File: config.mk
export PLATFORM = sky130hd
export DESIGN_NAME = cic_comb_chain
export DESIGN_NICKNAME = d
export VERILOG_FILES = /design/src/rtl/cic_comb_chain.sv
export SDC_FILE = /design/constraint.sdc
export NUM_CORES = 1
export LEC_CHECK = 0
export ABC_CLOCK_PERIOD_IN_PS = 6100
export BUFFER_PORTS_ARGS = -buffer_cell sky130_fd_sc_hd__buf_2
export CAP_MARGIN = 20
export CELL_PAD_IN_SITES_DETAIL_PLACEMENT = 0
export CELL_PAD_IN_SITES_GLOBAL_PLACEMENT = 1
export CORE_UTILIZATION = 49
export DETAILED_ROUTE_END_ITERATION = 7
export PLACE_DENSITY_LB_ADDON = 0.1
export SKIP_CTS_REPAIR_TIMING = 1
export SLEW_MARGIN = 30
export SYNTH_ARGS = -nofsm -noshare
export SYNTH_HDL_FRONTEND = slang
export SYNTH_SLANG_ARGS = --single-unit
File: constraint.sdc
create_clock -name i_clock -period 6.1 [get_ports i_clock]
set_input_delay 1.22 -clock i_clock [delete_from_list [all_inputs] [get_ports i_clock]]
set_output_delay 1.22 -clock i_clock [all_outputs]
set_load 0.03 [all_outputs]
File: src/rtl/cic_comb_chain.sv
// Cascaded CIC comb section for I/Q streams: NUM_STAGES combs y=x-x[n-DELAY],
// one bit of growth per stage, valid/ready flow control and synchronous flush.
//
// Ports:
//   i_clock, i_reset_n (sync, active-low), i_clear (sync flush)
//   i_inph_data/i_quad_data [WIDTH], i_valid, o_ready   : input handshake
//   o_inph_data/o_quad_data [OUT_WIDTH], o_valid, i_ready : output handshake
module cic_comb_chain #(
  parameter int WIDTH      = 16,
  parameter int NUM_STAGES = 3,
  parameter int DELAY      = 1,
  localparam int OUT_WIDTH = WIDTH + NUM_STAGES
) (
  input  logic                 i_clock,
  input  logic                 i_reset_n,
  input  logic                 i_clear,
  input  logic [WIDTH-1:0]     i_inph_data,
  input  logic [WIDTH-1:0]     i_quad_data,
  input  logic                 i_valid,
  output logic                 o_ready,
  output logic [OUT_WIDTH-1:0] o_inph_data,
  output logic [OUT_WIDTH-1:0] o_quad_data,
  output logic                 o_valid,
  input  logic                 i_ready
);

  // Every stage is held at the final width, sign-extended. Stage k only
  // ever carries WIDTH+k significant bits, so results are bit-exact.
  logic [OUT_WIDTH-1:0]  xi [NUM_STAGES];
  logic [OUT_WIDTH-1:0]  xq [NUM_STAGES];
  logic [NUM_STAGES-1:0] vin;

  logic [OUT_WIDTH-1:0]  di_q [NUM_STAGES];
  logic [OUT_WIDTH-1:0]  di_d [NUM_STAGES];
  logic [OUT_WIDTH-1:0]  dq_q [NUM_STAGES];
  logic [OUT_WIDTH-1:0]  dq_d [NUM_STAGES];
  logic [NUM_STAGES-1:0] vld_q;
  logic [NUM_STAGES-1:0] vld_d;

  logic [OUT_WIDTH-1:0]  hi_q [NUM_STAGES][DELAY];
  logic [OUT_WIDTH-1:0]  hi_d [NUM_STAGES][DELAY];
  logic [OUT_WIDTH-1:0]  hq_q [NUM_STAGES][DELAY];
  logic [OUT_WIDTH-1:0]  hq_d [NUM_STAGES][DELAY];

  logic en;

  // The whole pipeline advances together, so a stall never
  // loses or duplicates a sample.
  assign en      = !vld_q[NUM_STAGES-1] || i_ready;
  assign o_ready = i_reset_n && en;

  assign o_inph_data = di_q[NUM_STAGES-1];
  assign o_quad_data = dq_q[NUM_STAGES-1];
  assign o_valid     = vld_q[NUM_STAGES-1];

  always_comb begin
    xi[0]  = {{NUM_STAGES{i_inph_data[WIDTH-1]}}, i_inph_data};
    xq[0]  = {{NUM_STAGES{i_quad_data[WIDTH-1]}}, i_quad_data};
    vin[0] = i_valid;
    for (int k = 1; k < NUM_STAGES; k++) begin
      xi[k]  = di_q[k-1];
      xq[k]  = dq_q[k-1];
      vin[k] = vld_q[k-1];
    end
  end

  always_comb begin
    di_d  = di_q;
    dq_d  = dq_q;
    hi_d  = hi_q;
    hq_d  = hq_q;
    vld_d = vld_q;
    if (en) begin
      for (int k = 0; k < NUM_STAGES; k++) begin
        if (vin[k]) begin
          di_d[k] = xi[k] - hi_q[k][DELAY-1];
          dq_d[k] = xq[k] - hq_q[k][DELAY-1];
          // History moves only on valid samples; bubbles do not age it.
          for (int j = DELAY - 1; j > 0; j--) begin
            hi_d[k][j] = hi_q[k][j-1];
            hq_d[k][j] = hq_q[k][j-1];
          end
          hi_d[k][0] = xi[k];
          hq_d[k][0] = xq[k];
          vld_d[k]   = 1'b1;
        end else begin
          vld_d[k] = 1'b0;
        end
      end
    end
  end

  always_ff @(posedge i_clock) begin
    if (!i_reset_n || i_clear) begin
      vld_q <= '0;
      for (int k = 0; k < NUM_STAGES; k++) begin
        di_q[k] <= '0;
        dq_q[k] <= '0;
        for (int j = 0; j < DELAY; j++) begin
          hi_q[k][j] <= '0;
          hq_q[k][j] <= '0;
        end
      end
    end else begin
      vld_q <= vld_d;
      di_q  <= di_d;
      dq_q  <= dq_d;
      hi_q  <= hi_d;
      hq_q  <= hq_d;
    end
  end

endmodule

# After elaboration in Yosys (flattened, before gate mapping)
# Index checks and enable logic that the tools add are counted.
dict set report op_classes {
  n_addsub 6
  n_mux 3
  n_reduce_logical 8
}
# operator count
set op_table {}
lappend op_table {{$sub A19 B19 Y19} 4}
lappend op_table {{$sub A16 B16 Y17} 2}
lappend op_table {{$reduce_and A2 Y1} 3}
lappend op_table {{$mux W1} 3}
lappend op_table {{$logic_not A1 Y1} 2}
lappend op_table {{$logic_or A1 B1 Y1} 2}
lappend op_table {{$logic_and A1 B1 Y1} 1}
dict set report totals {
  register_bits 225
  elab_cells 30
  input_bits 37
  out_inout_bits 40
}

# Depth between registers and ports, before layout
dict set report depth {
  depth_word 3
  mapped_depth 12
  mapped_depth_nobuf 12
}

# Worst setup path before layout
# OpenSTA, ideal clock, no wires.
dict set report synth_path {
  path_kind {input -> register}
  startpoint {in i_quad_data[0]}
  endpoint {reg dq_q[52] (netlist bit)}
  cell_stages 11
  t_required_ns 6.026
  setup_ns 0.074
  slack_ns 2.760
  path_buffers 0
  t_arrival_ns 3.266
  path_cell_list {inv_1 -> ha_1 -> fa_1 -> nor2b_1 -> o21a_1 -> a311o_1 -> nand2_1 -> o21ai_1 -> o31ai_2 -> or4_1 -> a31oi_1}
}
dict set report synth_between {
  elab_chain_cells 1
}
# item line
set synth_rtl {}
lappend synth_rtl {{start: declaration} 18} ;# input logic [WIDTH-1:0] i_quad_data,
lappend synth_rtl {{$sub A16 B16 Y17} 77} ;# dq_d[k] = xq[k] - hq_q[k][DELAY-1];
lappend synth_rtl {{end signal: assignment} 107} ;# dq_q <= dq_d;
lappend synth_rtl {{end: declaration} 35} ;# logic [OUT_WIDTH-1:0] dq_q [NUM_STAGES];
# No other way between the ends.
# A chain may end at the register's enable or synchronous reset.

# Worst setup path in the final report
dict set report layout_path {
  startpoint {in i_ready}
  endpoint {out o_ready}
}
dict set report layout_between {
  elab_chain_cells 2
}
# item line
set layout_rtl {}
lappend layout_rtl {{start: declaration} 24} ;# input logic i_ready
lappend layout_rtl {{$logic_or A1 B1 Y1} 49} ;# assign en = !vld_q[NUM_STAGES-1] || i_ready;
lappend layout_rtl {{$logic_and A1 B1 Y1} 50} ;# assign o_ready = i_reset_n && en;
lappend layout_rtl {{end: declaration} 20} ;# output logic o_ready,
# No other way between the ends.

==> results_dict.tcl <==
set metrics [dict create \
    netlist.area_leader.share_pct 34.3 \
    place_area_um2 13000 \
    synthDistinctLibCells 68 \
    p_leak_uw 0.00535 \
    ios 77 \
    place_congestion 0.839 \
    ff_latch_area_um2 4340 \
    grt_max_degree 79 \
    postLayoutCellArea_um2 13800 \
    die-area_um2 26500 \
    synthArstFlopShare_pct 0 \
    antenna_found_initial 0 \
    grt_pass1_vias 9552 \
    viasPerCell 5.21 \
    yosys.area_share.simple_pct 19.5 \
    worstReg2RegStart "di_q[19]" \
    fin_crit_sh_pct 54.7 \
    ys_warn_count 0 \
    ys_seq_elements 217 \
    rsz0062_at_grt "false" \
    fp.dieW_um 163 \
    outcome "complete, no violations" \
    clock_sinks 217 \
    worst_pin_slew_ns 0.929 \
    clkLatencyLatePin_ns 0.52 \
    grt-ovfl-total 0 \
    ys_seq_area_share_pct 34.3 \
    grt_usage_pct 20.6 \
    synth_ff_type "dfxtp_1" \
    synth_cells 1659 \
    synth_enable_flop_cells 0 \
    drt_iter0_drc 540 \
    n_antenna_cell 0 \
    syn_avg_cell_area_um2 7.63 \
    setup_slack_ns 2.77 \
    cts_max_level 1 \
    synth_top_family_by_area "compound AO/OA/AOI/OAI gates" \
    numCtsBuffers 25 \
    final_nets 1798 \
    yosys.area.top_type "dfxtp_1" \
    synthAdderAreaFrac_pct 11.0 \
    rows 58 \
    wl_per_cell_um 13.4 \
    synthMuxAreaShare_pct 0.237 \
    coreArea_um2 25300 \
    r2r_slack_ns 3.24 \
    dp.cells 1956 \
    port_buffers 76 \
    firstDrtPassIters 5 \
    hold_ws_ns 0.446 \
    preCtsSetupSlack_ns 2.36 \
    clk_pin_slew_ns 0.06 \
    min_from "o_quad_data[9]" \
    ir_worst_vdd_mv 0.334 \
    startpoint_type "input pin" \
    die_h_um 163 \
    synth_area_um2 12700 \
    fin_cells 2000 \
    multiInputGateArea_um2 7290 \
    layout-drive-gt1-share_pct 8.74 \
    fin_skew_ns 0.0161 \
    clockBufferDepth 3 \
    critPathKind "input pin to primary output" \
    setup_violations 0 \
    yosys.cell_count.top_type "nand2_1" \
    fin_tns_setup_ns 0 \
    syn2layout_area_growth_pct 9.30 \
    endpoint_kind "primary output" \
    synth_common_cells "nand2_1 (325), a21oi_1 (224), dfxtp_1 (217), inv_1 (124), ha_1 (102)" \
    initial_utilization_pct 50.1 \
    vias 10417 \
    ys_top_cells_by_area "dfxtp_1 (34%), ha_1 (10%), nand2_1 (9.6%)" \
    power.density_nw_per_um2 257 \
    crit_fanout 7 \
    max_slew_margin_pct 38.1 \
    finalMaxSlewViolations 0 \
    critPathLaunch "i_ready" \
    synth-xor-area-share_pct 4.43 \
    fmax_ghz 0.300 \
    hold_path_class "flop to flop" \
    ant_nets 0 \
    drc 0 \
    required_ns 4.88 \
    synth_compound_area_share_pct 22.1 \
    period_needed_ns 3.33 \
    cts_root_buf "clkbuf_16" \
    grt_first_pass_wirelength_um 46300 \
    num-fill-cells 2484 \
    drv_cap 0 \
    syn-num-nets 1804 \
    tritoncts "built" \
    finalWirelength_um 26900 \
    critPathArrivalTime_ns 2.11 \
    final_hold_viol_count 0 \
    hpwl_um 18900 \
]
[layer usage]
| layer | global-route usage (%) | routed length, um | vias to the layer above | part of all wire [%] |
|---|---|---|---|---|
| met5 | 0 | 0 | - | 0 |
| met4 | 3.95 | 395 | 0 | 1.5 |
| met3 | 2.88 | 914 | 29 | 3.4 |
| met2 | 31.7 | 10900 | 142 | 41 |
| met1 | 30.5 | 14600 | 4611 | 54 |
| li1 | - | - | 5635 | - |
[worst max-delay path, stage by stage]
cell,delay [ns]
buf_2,0.11
nand2b_1,0.34
and2_1,0.27
buf_2,0.17
[metrics by stage]
stage               utilization [%]  total power [uW]
detailed placement             51.3              2010
global route                   54.8              3730
CTS                            54.8              3610
floorplan                         -              1900
finish                         54.8              3560
global placement               51.3              2010
[flip-flops by register name, indices dropped and copies added, names as in the netlist]
register / cells
hi_q: 52
hq_q: 52
di_q: 36
dq_q: 36
o_inph_data: 19
o_quad_data: 19
vld_q: 3
[final timing paths]
kind         cells past startpoint               to
max                              4          o_ready
min                              2   o_quad_data[9]
max reg2reg                     12  o_inph_data[18]
min reg2reg                      2   o_quad_data[9]
[cell type report]
type / instances / share of cell area (%)
Tap cell: 330 / 2.98
Inverter: 124 / 3.36
Clock inverter: 13 / 1.47
Multi-Input combinational cell: 1199 / 52.7
Timing Repair Buffer: 86 / 3.29
Sequential cell: 217 / 31.4
Clock buffer: 31 / 4.83
[placed cells by master (no fill, tap or decap), types with 4 or more instances in the layout]
cell        count
clkinvlp_4      4
o31ai_1         4
o21ai_0        59
a31oi_1        11
a41oi_1         4
nor2_1         87
nand3_1        46
ha_1          102
a211o_1         4
or3_1          10
o211ai_1       10
buf_4          10
dfxtp_1       217
fa_1            6
nand2b_1       15
o21bai_1        6
bufinv_16       5
clkbuf_1        4
a21oi_1       224
a211oi_1       37
nand4_1        11
o22ai_1         4
a21boi_0        5
and4_1          4
xor2_1         27
o2111ai_1       4
a21o_1         31
buf_2          76
and3_1          7
clkbuf_16      25
inv_1         124
nand2_1       322
or4_1           5
xnor2_1        37
nor2b_1        19
o21a_1         18
nor3_1         20
[cell families after synthesis]
family | after synthesis
AND/OR/NAND/NOR | 569
AO/OA/AOI/OAI | 455
buffers and inverters | 243
flip-flops | 217
adder cells (fa/ha/maj) | 108
XOR/XNOR | 64
multiplexers | 3
[power by group]
part           switching (uW)  leakage, uW  internal (uW)
clock                     594     0.000415            988
combinational             304      0.00318            213
sequential               20.8      0.00176           1440
total                     919      0.00535           2640
Note: power is estimated with default switching activity, not from simulation.
